**src/rtl/vid_pkg.sv**
```systemverilog
// Shared defaults and state encoding for the video fetch path.
package vid_pkg;

    localparam int DEF_AW    = 18;
    localparam int DEF_DW    = 16;
    localparam int DEF_WPL   = 80;
    localparam int DEF_DEPTH = 8;

    typedef enum logic {
        ST_IDLE  = 1'b0,
        ST_FETCH = 1'b1
    } state_t;

endpackage

```
**src/rtl/vfifo.sv**
```systemverilog
// Small synchronous FIFO with flush and a registered head word.
module vfifo #(
    parameter int DW    = 16,
    parameter int DEPTH = 8
) (
    input  logic                   clk,
    input  logic                   rst,
    input  logic                   push,
    input  logic [DW-1:0]          din,
    input  logic                   pop,
    input  logic                   flush,
    output logic [DW-1:0]          dout,
    output logic                   valid,
    output logic [$clog2(DEPTH):0] count
);

    localparam int PW = $clog2(DEPTH);
    localparam int CW = PW + 1;

    logic [DW-1:0] mem [DEPTH];
    logic [PW-1:0] wr_ptr;
    logic [PW-1:0] rd_ptr;
    logic [DW-1:0] head;
    logic          do_pop;

    assign do_pop = pop && (count != '0);
    assign valid  = (count != '0);
    assign dout   = head;

    always_ff @(posedge clk) begin
        if (push)
            mem[wr_ptr] <= din;
    end

    always_ff @(posedge clk) begin
        if (rst || flush) begin
            wr_ptr <= '0;
            rd_ptr <= '0;
            count  <= '0;
            if (rst)
                head <= '0;
        end else begin
            if (push)
                wr_ptr <= wr_ptr + 1'b1;
            if (do_pop)
                rd_ptr <= rd_ptr + 1'b1;
            if (push && !do_pop)
                count <= count + 1'b1;
            else if (!push && do_pop)
                count <= count - 1'b1;
            // head tracks the oldest word; when draining the last one the new push takes over
            if (count == '0 || (do_pop && count == CW'(1))) begin
                if (push)
                    head <= din;
            end else if (do_pop) begin
                head <= mem[rd_ptr + 1'b1];
            end
        end
    end

endmodule

```
**src/rtl/video_fetch.sv**
```systemverilog
// Video-side SRAM client: issues word addresses on video slots and
// buffers returned words for the pixel serializer.
module video_fetch
    import vid_pkg::*;
#(
    parameter int AW    = DEF_AW,
    parameter int DW    = DEF_DW,
    parameter int WPL   = DEF_WPL,
    parameter int DEPTH = DEF_DEPTH
) (
    input  logic          mclk,
    input  logic          rst,
    input  logic          mc,
    input  logic          line_start,
    input  logic [AW-1:0] line_base,
    input  logic [DW-1:0] sram_dq,
    output logic [AW-1:0] vaddr,
    output logic [DW-1:0] pix_data,
    output logic          pix_valid,
    input  logic          pix_rd,
    output logic          busy,
    output logic          underrun
);

    localparam int RW = $clog2(WPL + 1);
    localparam int CW = $clog2(DEPTH) + 1;

    state_t        state;
    logic [RW-1:0] remaining;
    logic          inflight;
    logic [CW-1:0] fcount;
    logic [CW:0]   fill;
    logic          issue_ok;
    logic          capture;

    assign fill     = {1'b0, fcount} + {{CW{1'b0}}, inflight};
    assign issue_ok = (state == ST_FETCH)
                   && (remaining > RW'(inflight))
                   && (fill < (CW+1)'(DEPTH));
    // line_start wins over a capture landing on the same edge
    assign capture  = mc && inflight && !line_start;
    assign busy     = (state == ST_FETCH);

    always_ff @(posedge mclk) begin
        if (rst) begin
            state     <= ST_IDLE;
            vaddr     <= '0;
            remaining <= '0;
            inflight  <= 1'b0;
            underrun  <= 1'b0;
        end else if (line_start) begin
            state     <= ST_FETCH;
            vaddr     <= line_base;
            remaining <= RW'(WPL);
            inflight  <= 1'b0;
            underrun  <= 1'b0;
        end else begin
            if (pix_rd && !pix_valid)
                underrun <= 1'b1;
            if (!mc) begin
                inflight <= issue_ok;
            end else if (inflight) begin
                vaddr     <= vaddr + 1'b1;
                remaining <= remaining - 1'b1;
                inflight  <= 1'b0;
                if (remaining == RW'(1))
                    state <= ST_IDLE;
            end
        end
    end

    vfifo #(
        .DW    (DW),
        .DEPTH (DEPTH)
    ) u_fifo (
        .clk   (mclk),
        .rst   (rst),
        .push  (capture),
        .din   (sram_dq),
        .pop   (pix_rd),
        .flush (line_start),
        .dout  (pix_data),
        .valid (pix_valid),
        .count (fcount)
    );

endmodule

```
**config.mk**
```make
export PLATFORM = sky130hd
export DESIGN_NAME = video_fetch
export DESIGN_NICKNAME = d
export VERILOG_FILES = /design/src/rtl/vid_pkg.sv /design/src/rtl/vfifo.sv /design/src/rtl/video_fetch.sv
export SDC_FILE = /design/constraint.sdc
export NUM_CORES = 1
export LEC_CHECK = 0
export BUFFER_PORTS_ARGS = -buffer_cell sky130_fd_sc_hd__buf_2
export CORE_ASPECT_RATIO = 1.25
export CORE_MARGIN = 2
export CORE_UTILIZATION = 59
export DETAILED_ROUTE_END_ITERATION = 8
export PLACE_DENSITY = 0.78
export SYNTH_ARGS = -nofsm -noshare
export SYNTH_HDL_FRONTEND = slang
export SYNTH_SLANG_ARGS = --single-unit
```
**constraint.sdc**
```tcl
create_clock -name mclk -period 3.1 [get_ports mclk]
set_clock_uncertainty 0.15 [all_clocks]
set_input_delay 0.155 -clock mclk [delete_from_list [all_inputs] [get_ports mclk]]
set_output_delay 0.155 -clock mclk [all_outputs]
set_load 0.01 [all_outputs]
```
==> flow_summary.toml, run 1 <==
[sta]
rsz0062_at_grt = "false"
setup_viol = 0
clock.fmax_mhz = 403
setup_tns_ps = 0
period_minus_slack_ps = 2480
maxSlewHeadroom = 0.420
setup_slack_ps = 616
drv_slew = 0
worst_pin_slew_ps = 868
period_share = 0.801
hold_viol_final = 0

[worst_setup_path]
worstPathArrival_ps = 2640
worstSetupPathType = "reg2reg"
crit_fanout = 7
cpMostUsedCell = "ha_1"
cp-end-kind = "flop"
cp_slowest_cell = "dfxtp_1"
crit_chain = "inv_1 > ha_1 > or3b_2 > nand2_1 > ha_1 > or4_1 > a21oi_1 > xnor2_1 > nor2_1"
slowest_delay_ps = 450
required_ps = 3260
path_buf_inv = 1
start_kind = "flop"
crit_family = "simple AND/OR/NAND/NOR gates"

[global_routing]
antenna_found_initial = 0
grt_pass1_wl_mm = 25.4
grt-ovfl-total = 0
grt_pass1_vias = 4827
grt_usage = 0.246
grt_start_max_net_pins = 34

[floorplanning]
die_width_um = 106
rows = 46
start_util = 0.601
coreArea_um2 = 12700
io_pins = 76
die_area_um2 = 13800
die_h_um = 131

[cts]
cts_resized = 0
clock_latency_ps = 420
h-tree-depth = 4
cts.sinks = 182
cts_tree = "done"
clockBufferDepth = 2
cts_setup_buffers = 0
cts_buffers = 17
hold_buffers = 38
root_buffer = "clkbuf_16"
clk_transition_reported_paths_ps = 70

[routing]
dr.pass1.iters = 5
ant_nets = 0
wl_met2_mm = 8.73
route.met3.wl_um = 822
wire_per_inst_um = 19.9
highest_layer = "met4"
viasPerCell = 5.78
routed_wl_mm = 16.1
met1_length_mm = 6.34
drcViolationCount = 0
drtIter0Drc = 333
route.vias.total = 4679

[finish]
final_core_util = 0.722
layout_commonest_cell = "edfxtp_1"
multi_input_area_um2 = 2380
num-nets-final = 677
fillerInstances = 828
antenna_cells = 0
design_area_um2 = 9150
final_cell_mix = "144 x edfxtp_1, 75 x buf_2, 39 x nor2_1"
drive_gt1_frac = 0.262
seq_area_um2 = 5090
area_growth_pct = 20.3

[power_and_ir_drop]
swShare = 0.216
p_switching_mw = 1.07
power.density_nw_per_um2 = 543
leakage_nw = 3.21
internal_power_mw = 3.89
clockPowerShare = 0.407
p_comb_frac = 0.050
power_mw = 4.97
p_seq_frac = 0.543
ir_drop_mv = 0.340

[yosys]
synth-seq-cells = 182
synth_edf_count = 144
synth-main-ff-cell = "edfxtp_1"
avgSynthCellArea_um2 = 15.0
syn_nets = 555
syn_area_um2 = 7610
netlist-cell-type-count = 48
async_flop_share = 0
ys.warnings.count = 0
seq_area_frac_synth = 0.669
netlist_instances = 506

[status]
status = "finished, final reports clean"

[place]
pre_cts_ws_ps = 684
gp_congestion = 0.815
dpl.hpwl_mm = 9.23
port_buffers = 75
postPlaceCellArea_um2 = 8210

[min_path]
hold_path.class = "in2reg"

[flow_run]
maxCapViolations = 0
==> registers in the layout, indices dropped and copies added, names as in the netlist <==
register and count:
remaining 7, vaddr 18, busy 1, u_fifo.dout 16, u_fifo.count 4, u_fifo.rd_ptr 3, underrun 1, u_fifo.mem 128
u_fifo.wr_ptr 3, inflight 1
==> area by class of cell <==
| type | instances | share of cell area |
|---|---|---|
| flip-flops and latches | 182 | 0.556 |
| multi-input cells | 287 | 0.260 |
| repair buffers | 128 | 0.0949 |
| clock buffers | 19 | 0.0473 |
| well taps | 168 | 0.0230 |
| clock inverters | 13 | 0.0134 |
| inverters | 12 | 0.00492 |
==> power groups by stage <==
| stage | logic [mW] | clock network (mW) | registers (mW) |
|---|---|---|---|
| 2_1_floorplan | 0.0912 | 0 | 2.76 |
| 3_3_place_gp | 0.199 | 0 | 2.75 |
| 3_5_place_dp | 0.208 | 0 | 2.75 |
| 4_1_cts | 0.247 | 2.03 | 2.70 |
| 5_1_grt | 0.273 | 2.12 | 2.70 |
| 6_report | 0.248 | 2.02 | 2.70 |
==> layer usage <==
metal | up-vias | GRT usage
li1 | 2162 | -
met1 | 2350 | 0.294
met2 | 147 | 0.454
met3 | 20 | 0.0422
met4 | 0 | 0.0875
met5 | - | 0
==> logic make-up (layout without fill, tap and decap cells) <==
kind of cell             count (synthesis)  count (layout)  synth area share
AND/OR/NAND/NOR                        179             179             0.130
AO/OA/AOI/OAI                           38              38            0.0380
multiplexers                            34              34            0.0974
adder cells (fa/ha/maj)                 10              10            0.0165
flip-flops                             182             182             0.669
buffers and inverters                   37             172            0.0197
XOR/XNOR                                26              26            0.0299
==> final timing paths <==
| check | start | to | slack (ps) | cells after the start |
|---|---|---|---|---|
| max | u_fifo.count[0] | u_fifo.count[3] | 620 | 9 |
| min | mc | inflight | 20 | 4 |
| max reg2reg | u_fifo.count[0] | u_fifo.count[3] | 620 | 9 |
| min reg2reg | u_fifo.rd_ptr[1] | u_fifo.rd_ptr[1] | 330 | 2 |
==> synthesized netlist by cell type (3+ instances only) <==
| library cell | number | area share |
|---|---|---|
| nor3_1 | 7 | 0.0046 |
| buf_1 | 3 | 0.0015 |
| a311oi_1 | 3 | 0.0035 |
| xnor2_1 | 15 | 0.017 |
| nor2_1 | 39 | 0.019 |
| or3_1 | 3 | 0.0025 |
| nand2_1 | 36 | 0.018 |
| clkbuf_1 | 13 | 0.0064 |
| ha_1 | 10 | 0.016 |
| a211oi_1 | 10 | 0.0099 |
| nand4_1 | 6 | 0.0049 |
| dfxtp_1 | 38 | 0.10 |
| xor2_1 | 11 | 0.013 |
| nand2b_1 | 37 | 0.030 |
| inv_1 | 12 | 0.0059 |
| a21oi_1 | 12 | 0.0079 |
| buf_2 | 9 | 0.0059 |
| mux4_2 | 32 | 0.095 |
| nand3_1 | 25 | 0.016 |
| edfxtp_1 | 144 | 0.57 |
| nor4_1 | 4 | 0.0033 |
==> through the flow <==
| step | hold slack (ps) | instances |
|---|---|---|
| 2_1_floorplan | 104 | 506 |
| 3_3_place_gp | 245 | 739 |
| 3_5_place_dp | 277 | 739 |
| 4_1_cts | 21.8 | 809 |
| 5_1_grt | 56.9 | 809 |
| 6_report | 22.9 | 809 |
==> worst register-to-register path: stages (launching register included) <==
cell	delay, ps
dfxtp_1	450
inv_1	80
ha_1	230
or3b_2	270
nand2_1	120
ha_1	270
or4_1	410
a21oi_1	190
xnor2_1	130
nor2_1	70
(Power assumes the default switching activity.)
==> run 2: changes to the inputs <==
Clock period 3.1 ns to 2.4 ns, I/O delays scaled along.
==> flow_summary.toml, run 2 (synthesis gave the netlist of run 1 again) <==
[sta]
hold_viol_final = 0
setup_tns_ps = 0
drv_slew = 0
clock.fmax_mhz = 438
maxSlewHeadroom = 0.412
period_minus_slack_ps = 2280
worst_pin_slew_ps = 880
rsz0062_at_grt = "false"
hold_ws_ps = 325
setup_viol = 0
period_share = 0.951

[global_routing]
grt-ovfl-total = 0
grt_start_max_net_pins = 31
grt_pass1_wl_mm = 25.9
grt_pass1_vias = 4893
grt_usage = 0.255
antenna_found_initial = 0

[power_and_ir_drop]
ir_drop_mv = 0.390
clockPowerShare = 0.404
p_comb_frac = 0.053
swShare = 0.204
internal_power_mw = 5.11
leakage_nw = 3.31
power_mw = 6.42
p_switching_mw = 1.31
p_seq_frac = 0.543
power.density_nw_per_um2 = 690

[finish]
final_cell_mix = "144 x edfxtp_1, 75 x buf_2, 39 x nor2_1, 39 x dlygate4sd3_1, 37 x nand2b_1"
max_flop_register = "u_fifo.mem"
area_growth_pct = 22.4
largest_reg_flops = 128
layout_commonest_cell = "edfxtp_1"
antenna_cells = 0
num-nets-final = 692
drive_gt1_frac = 0.275

[floorplanning]
start_util = 0.601
die_area_um2 = 13800
die_width_um = 106
io_pins = 76
die_h_um = 131
rows = 46
coreArea_um2 = 12700

[routing]
drcViolationCount = 0
dr.pass1.iters = 5
ant_nets = 0
drtIter0Drc = 283
routed_wl_mm = 16.7
wire_per_inst_um = 20.3
route.vias.total = 4750
viasPerCell = 5.77

[place]
gp_congestion = 0.793
port_buffers = 75
dpl.hpwl_mm = 10.1

[min_path]
hold_depth = 2
hold_path.class = "reg2reg"

[cts]
root_buffer = "clkbuf_16"
clock_latency_ps = 410
cts.sinks = 182
h-tree-depth = 4
cts_tree = "done"
clk_transition_reported_paths_ps = 60
clockBufferDepth = 2
cts_buffers = 17

[status]
status = "finished, final reports clean"

[worst_setup_path]
cpMostUsedCell = "dlygate4sd3_1"
rr_startpoint = "u_fifo.count[1]"
required_ps = 2610
rr_worst_depth = 7
rrSetupSlack_ps = 170
r2r_end = "u_fifo.count[2]"
cp-endpoint = "vaddr[0]"
cp-end-kind = "flop"
crit_fanout = 30
cp_slowest_cell = "inv_1"
crit_chain = "dlygate4sd3_1 > buf_2 > buf_4 > inv_1 > nand2_1 > a21oi_1 > dlygate4sd3_1"
worstSetupPathType = "in2reg"
slowest_delay_ps = 660
crit_path_start = "line_start"
start_kind = "input port"
worstPathArrival_ps = 2490

[flow_run]
maxCapViolations = 0
==> run 2: cell types whose count changed in the layout (fill, tap and decap cells not counted), sizes merged <==
cell and change:
dlygate4sd3 +1, inv -3, bufinv +1, clkbuf +1, buf +14, clkinvlp -1, clkinv +1
==> run 2: what timing repair did <==
action	4_1_cts	5_1_grt
resized for setup	0	3
setup buffers	0	1
hold endpoints to repair	165	0
endpoints found under the setup margin	0	5
hold buffers	39	0
==> run 2: worst min-delay path by stage <==
| stage | slack (ps) | startpoint | endpoint |
|---|---|---|---|
| 4_1_cts | 320 | underrun | underrun |
| 2_1_floorplan | 70 | sram_dq[0] | u_fifo.mem[0][0] |
| 6_report | 320 | u_fifo.rd_ptr[1] | u_fifo.rd_ptr[1] |
| 3_3_place_gp | 210 | line_base[17] | vaddr[17] |
| 5_1_grt | 340 | underrun | underrun |
| 3_5_place_dp | 230 | line_base[17] | vaddr[17] |
==> run 2: critical path: cells and delay by family <==
family	cells	cell delay [ps]
buf+inv	5	2090
compound gates	1	180
simple gates	1	110
==> run 2: cell type report <==
type                    instances  area [um2]
repair buffers                143        1030
inverters                      12        45.0
flip-flops and latches        182        5090
clock buffers                  20         437
fillers                       802        3360
clock inverters                11         108
multi-input cells             287        2390
well taps                     168         210
==> run 2: power groups by stage <==
stage | combinational, mW | sequential (mW) | clock, mW
3_5_place_dp | 0.278 | 3.55 | 0
5_1_grt | 0.366 | 3.49 | 2.75
3_3_place_gp | 0.265 | 3.55 | 0
4_1_cts | 0.328 | 3.49 | 2.64
6_report | 0.338 | 3.49 | 2.60
2_1_floorplan | 0.118 | 3.57 | 0
==> run 2: per-stage QoR <==
stage	instances	area, um2	utilization	setup slack (ps)
2_1_floorplan	506	7620	-	34.4
3_3_place_gp	752	8350	0.659	174
6_report	823	9310	0.735	117
3_5_place_dp	752	8350	0.659	82.6
4_1_cts	822	9280	0.733	5.12
5_1_grt	823	9310	0.735	6.46
==> run 2: per-layer routing <==
metal | GRT usage | vias up | part of all wire
met3 | 0.0551 | 28 | 0.055
li1 | - | 2189 | -
met4 | 0.0890 | 0 | 0.019
met1 | 0.289 | 2364 | 0.37
met2 | 0.478 | 169 | 0.55
met5 | 0 | - | 0
